## src/rtl/ysyx_23060136_div_pkg.sv

```systemverilog
// Shared types and constants for the EXU radix-2 divider.
package ysyx_23060136_div_pkg;

  localparam int BITS_W = 64;
  localparam int ITER_D = 64;
  localparam int ITER_W = 32;

  typedef enum logic [1:0] {
    IDLE = 2'd0,
    CALC = 2'd1,
    FIX  = 2'd2
  } div_state_e;

  // Most-negative / -1 on the active operand width; caller gates with signedness.
  function automatic logic is_signed_ovf(input logic [BITS_W-1:0] a,
                                         input logic [BITS_W-1:0] b,
                                         input logic w);
    logic ovf_w;
    logic ovf_d;
    ovf_w = (a[31:0] == 32'h8000_0000) && (b[31:0] == 32'hFFFF_FFFF);
    ovf_d = (a == 64'h8000_0000_0000_0000) && (b == 64'hFFFF_FFFF_FFFF_FFFF);
    return w ? ovf_w : ovf_d;
  endfunction

endpackage

```

## src/rtl/ysyx_23060136_div_step.sv

```systemverilog
// One combinational restoring-division step: shift in a dividend bit, trial-subtract.
module ysyx_23060136_div_step
  import ysyx_23060136_div_pkg::*;
(
  input  logic [BITS_W-1:0] prem,
  input  logic              in_bit,
  input  logic [BITS_W-1:0] dsr,
  output logic [BITS_W-1:0] next_rem,
  output logic              q_bit
);

  logic [BITS_W:0]   shifted;
  logic [BITS_W-1:0] sub;

  // prem < dsr always holds, so a successful difference fits back in BITS_W bits
  assign shifted  = {prem, in_bit};
  assign q_bit    = (shifted >= {1'b0, dsr});
  assign sub      = shifted[BITS_W-1:0] - dsr;
  assign next_rem = q_bit ? sub : shifted[BITS_W-1:0];

endmodule

```

## src/rtl/ysyx_23060136_exu_div.sv

```systemverilog
// Iterative radix-2 restoring divider for RV64M DIV/DIVU/REM/REMU and W variants.
module ysyx_23060136_exu_div
  import ysyx_23060136_div_pkg::*;
(
  input  logic              clk,
  input  logic              rst,
  input  logic              flush,
  input  logic              div_valid,
  input  logic              divw,
  input  logic              div_signed,
  input  logic [BITS_W-1:0] dividend,
  input  logic [BITS_W-1:0] divisor,
  output logic              div_ready,
  output logic              div_out_valid,
  output logic [BITS_W-1:0] quotient,
  output logic [BITS_W-1:0] remainder
);

  div_state_e        state;
  div_state_e        next_state;
  logic [5:0]        cnt;
  logic [BITS_W-1:0] prem;
  logic [BITS_W-1:0] dvd;
  logic [BITS_W-1:0] dsr;
  logic              w_op;
  logic              q_neg;
  logic              r_neg;
  logic              special;

  logic              accept;
  logic              last_iter;
  logic [BITS_W-1:0] a_ext, b_ext, a_mag, b_mag;
  logic              sa, sb, div_zero, ovf;
  logic [BITS_W-1:0] step_rem;
  logic              step_q;
  logic [BITS_W-1:0] q_sel, r_sel, q_fix, r_fix;

  assign div_ready = (state == IDLE);
  assign accept    = div_valid & div_ready & ~flush;
  assign last_iter = w_op ? (cnt == 6'(ITER_W - 1)) : (cnt == 6'(ITER_D - 1));

  // Operand extension, sign/magnitude split and early-exit detection
  always_comb begin
    a_ext = divw ? {{32{div_signed & dividend[31]}}, dividend[31:0]} : dividend;
    b_ext = divw ? {{32{div_signed & divisor[31]}}, divisor[31:0]} : divisor;
    sa    = div_signed & a_ext[BITS_W-1];
    sb    = div_signed & b_ext[BITS_W-1];
    a_mag = sa ? (~a_ext + 64'd1) : a_ext;
    b_mag = sb ? (~b_ext + 64'd1) : b_ext;
    div_zero = (b_ext == 64'd0);
    ovf      = div_signed & is_signed_ovf(dividend, divisor, divw);
  end

  ysyx_23060136_div_step u_step (
    .prem     (prem),
    .in_bit   (dvd[BITS_W-1]),
    .dsr      (dsr),
    .next_rem (step_rem),
    .q_bit    (step_q)
  );

  // Sign fix-up (skipped for early exits) and W-result sign extension
  always_comb begin
    q_sel = (q_neg & ~special) ? (~dvd + 64'd1) : dvd;
    r_sel = (r_neg & ~special) ? (~prem + 64'd1) : prem;
    q_fix = w_op ? {{32{q_sel[31]}}, q_sel[31:0]} : q_sel;
    r_fix = w_op ? {{32{r_sel[31]}}, r_sel[31:0]} : r_sel;
  end

  // State register
  always_ff @(posedge clk) begin
    if (rst) begin
      state <= IDLE;
    end else begin
      state <= next_state;
    end
  end

  // Next-state logic
  always_comb begin
    next_state = IDLE;
    if (flush) begin
      next_state = IDLE;
    end else begin
      case (state)
        IDLE:    next_state = accept ? ((div_zero | ovf) ? FIX : CALC) : IDLE;
        CALC:    next_state = last_iter ? FIX : CALC;
        FIX:     next_state = IDLE;
        default: next_state = IDLE;
      endcase
    end
  end

  // Datapath: operand latch, iteration and result registers
  always_ff @(posedge clk) begin
    if (rst) begin
      cnt           <= 6'd0;
      prem          <= 64'd0;
      dvd           <= 64'd0;
      dsr           <= 64'd0;
      w_op          <= 1'b0;
      q_neg         <= 1'b0;
      r_neg         <= 1'b0;
      special       <= 1'b0;
      div_out_valid <= 1'b0;
      quotient      <= 64'd0;
      remainder     <= 64'd0;
    end else if (flush) begin
      div_out_valid <= 1'b0;
    end else begin
      case (state)
        IDLE: begin
          if (accept) begin
            div_out_valid <= 1'b0;
            cnt           <= 6'd0;
            w_op          <= divw;
            q_neg         <= sa ^ sb;
            r_neg         <= sa;
            dsr           <= b_mag;
            special       <= div_zero | ovf;
            // Early exits park the final q/r in the iteration registers
            if (div_zero) begin
              dvd  <= 64'hFFFF_FFFF_FFFF_FFFF;
              prem <= a_ext;
            end else if (ovf) begin
              dvd  <= a_ext;
              prem <= 64'd0;
            end else begin
              dvd  <= divw ? {a_mag[31:0], 32'd0} : a_mag;
              prem <= 64'd0;
            end
          end
        end
        CALC: begin
          prem <= step_rem;
          dvd  <= {dvd[BITS_W-2:0], step_q};
          cnt  <= cnt + 6'd1;
        end
        FIX: begin
          quotient      <= q_fix;
          remainder     <= r_fix;
          div_out_valid <= 1'b1;
        end
        default: begin
          div_out_valid <= 1'b0;
        end
      endcase
    end
  end

endmodule

```

## config.mk

```make
export PLATFORM = sky130hd
export DESIGN_NAME = ysyx_23060136_exu_div
export DESIGN_NICKNAME = d
export VERILOG_FILES = /design/src/rtl/ysyx_23060136_div_pkg.sv /design/src/rtl/ysyx_23060136_div_step.sv /design/src/rtl/ysyx_23060136_exu_div.sv
export SDC_FILE = /design/constraint.sdc
export NUM_CORES = 1
export LEC_CHECK = 0
export CORE_ASPECT_RATIO = 1.75
export CORE_MARGIN = 3
export CORE_UTILIZATION = 55
export DETAILED_ROUTE_END_ITERATION = 10
export DONT_BUFFER_PORTS = 1
export GPL_ROUTABILITY_DRIVEN = 1
export PLACE_DENSITY_LB_ADDON = 0.3
export SETUP_SLACK_MARGIN = 0.2
export SYNTH_ARGS = -nofsm -noshare
export SYNTH_HDL_FRONTEND = slang
export SYNTH_HIERARCHICAL = 1
export SYNTH_SLANG_ARGS = --single-unit
export TNS_END_PERCENT = 50
```

## constraint.sdc

```tcl
create_clock -name clk -period 5.7 [get_ports clk]
set_input_delay 1.71 -clock clk [delete_from_list [all_inputs] [get_ports clk]]
set_output_delay 1.71 -clock clk [all_outputs]
set_load 0.1 [all_outputs]
```

==> impl_metrics.ini <==
[final_layout]
final_common_cell = nor2_1
post-route-cell-area_mm2 = 0.02689
multi_input_area_mm2 = 0.01723
fillCellCount = 4284
area_growth_pct = 6.108
fin_cells = 3947
drive_gt1_share_pct = 6.411
mostFrequentLayoutCells = 430 x nor2_1, 333 x dfxtp_1, 298 x nand2_1
seq_area_mm2 = 0.006666
final_nets = 3549

[clock_tree]
post_cts_resized = 0
clk_pin_slew_ns = 0.06
cts_tree = done
tritoncts.num_buffers = 35
h-tree-depth = 2
cts_root_buffer = clkbuf_16
clk_latency_ns = 0.56
clk_path_buf_depth = 3
post_cts_buffers = 0
hold_buffers = 0
cts_sinks = 333

[floorplanning]
num_rows = 103
ios = 264
fp.dieH_um = 289.9
die-width_um = 168.3
core_mm2 = 0.04536
die_area_mm2 = 0.04878
start_util_pct = 55.86

[placed_design]
portBuffers = 0
detailed_place_hpwl_mm = 91.92
dp_cells = 3884
dpl_cell_area_mm2 = 0.02573
routabilityCongestion = 1.133

[timing]
drv_slew = 0
slew_headroom_pct = 4.223
max_freq_ghz = 0.2109
min_period_ns = 4.741
setup_viol = 0
fin_setup_tns_ns = 0
rsz0062_at_grt = false
fin_crit_sh_pct = 83.18
final_hold_viol_count = 0
tightest_slew_ns = 1.422
skew_ns = 0.03623

[route]
avgRoutedWirePerCell_um = 30.90
dr.pass1.iters = 7
vias = 28376
vias_per_cell = 7.189
ant_nets = 0
wl_mm = 122.0
drtIter0Drc = 3526
post-route-drc-count = 0

[synth]
synth.avg_cell_area_um2 = 7.277
synth_cell_type_count = 98
synthFlopType = dfxtp_1
ys_warn_count = 6
postSynthNetCount = 3687
syn-cell-area_mm2 = 0.02534
synthesis.instances = 3482
postSynth.asyncResetShare_pct = 0
yosys_register_bits = 333
seq_area_frac_synth_pct = 26.31
synth_edf_count = 0

[power_and_ir_drop]
finalPower_mw = 7.412
max-vdd-ir-drop_uv = 330.6
p_per_area_mw_per_mm2 = 275.7
p_leak_nw = 9.545

[worst_setup_path]
path_class = reg -> reg
start_kind = register
worstPathRequired_ns = 6.15
crit_fanout = 9
cp-end-kind = register
arrival_ns = 5.19

[global_route]
grt.overflow.total = 0
antenna_found_initial = 7
grt_first_pass_wirelength_mm = 178.2
grt_max_degree = 249
grt_pass1_vias = 27057
track_usage_pct = 47.98

[outcome]
status = complete, no violations

[min_path]
hold_class = reg -> reg

[flow_run]
maxCapViolCount = 0
==> Yosys cell counts, types with 60 or more instances <==
| cell type | instances | area, µm² |
|---|---|---|
| a211oi_1 | 156 | 1171 |
| a21oi_1 | 270 | 1351 |
| nor4_1 | 60 | 375.4 |
| inv_1 | 117 | 439.2 |
| o21ai_0 | 219 | 1096 |
| clkbuf_1 | 204 | 765.7 |
| nand3_1 | 66 | 330.3 |
| nand4_1 | 68 | 425.4 |
| dfxtp_1 | 333 | 6666 |
| xor2_1 | 125 | 1095 |
| ha_1 | 70 | 875.8 |
| xnor2_1 | 143 | 1252 |
| nor2_1 | 435 | 1633 |
| nand2_1 | 298 | 1119 |
| nor3_1 | 135 | 675.7 |
==> final cells by class <==
class                      count  area share (%)
timing repair buffer          85           2.513
multi-input combinational   2772           64.07
sequential                   333           24.79
clock inverter                16          0.6887
inverter                     117           1.633
tap                          577           2.685
antenna                        1        0.009307
clock buffer                  46           3.602
==> state kept, by name, indices dropped and copies added (netlist names) <==
register       cells
dsr               64
dvd               64
prem              64
quotient          64
remainder         64
cnt                6
state              2
div_out_valid      1
q_neg              1
r_neg              1
special            1
w_op               1
==> path summary, 6_finish.rpt <==
path         startpoint  endpoint  slack (ns)  depth (start not counted)
max             dsr[34]  prem[59]        0.96                         14
min             dsr[58]   dsr[58]        0.45                          2
max reg2reg     dsr[34]  prem[59]        0.96                         14
min reg2reg     dsr[58]   dsr[58]        0.45                          2
==> power by group <==
part / switching (mW) / internal (mW) / leakage, nW
sequential: 0.136 / 2.42 / 2.71
combinational: 1.59 / 0.867 / 6.27
clock: 1.05 / 1.35 / 0.560
==> metrics by stage <==
step	worst slack, ns	hold slack [ns]	utilization, %
after floorplan	1.647	0.4250	-
after global placement	0.6591	0.4392	56.72
after detailed placement	0.5815	0.4430	56.72
after CTS	1.119	0.4521	59.26
after global routing	0.8126	0.4728	59.26
final	0.9585	0.4540	59.27
==> worst max-delay path, cell delays in order, from the launching register on <==
cell	delay, ns
dfxtp_1	0.33
inv_1	0.08
ha_1	0.46
nand4_1	0.19
nor4_1	0.70
nand2_1	0.19
a311oi_1	0.51
nor4_1	0.21
nor4_1	0.61
nor2_1	0.23
mux2i_1	0.16
or3_1	0.39
mux2i_1	0.19
a22oi_1	0.12
a211oi_1	0.27
==> kinds of logic (layout without fill, tap and decap cells) <==
logic type	Yosys count	after routing	share of synthesized area, %
AND/OR/NAND/NOR	1282	1282	24.29
AO/OA/AOI/OAI	1113	1113	28.98
buffers and inverters	377	264	5.975
flip-flops	333	333	26.31
XOR/XNOR	268	268	9.263
adder cells (fa/ha/maj)	71	71	3.535
multiplexers	38	38	1.644
other	0	1	0
==> layer usage <==
layer | vias up | global-route usage [%] | part of all wire (%)
li1 | 12524 | - | -
met1 | 13271 | 46.71 | 31
met2 | 1877 | 78.76 | 46
met3 | 696 | 12.57 | 9.0
met4 | 8 | 49.95 | 14
met5 | - | 0 | 0.084
(Power assumes the default switching activity.)
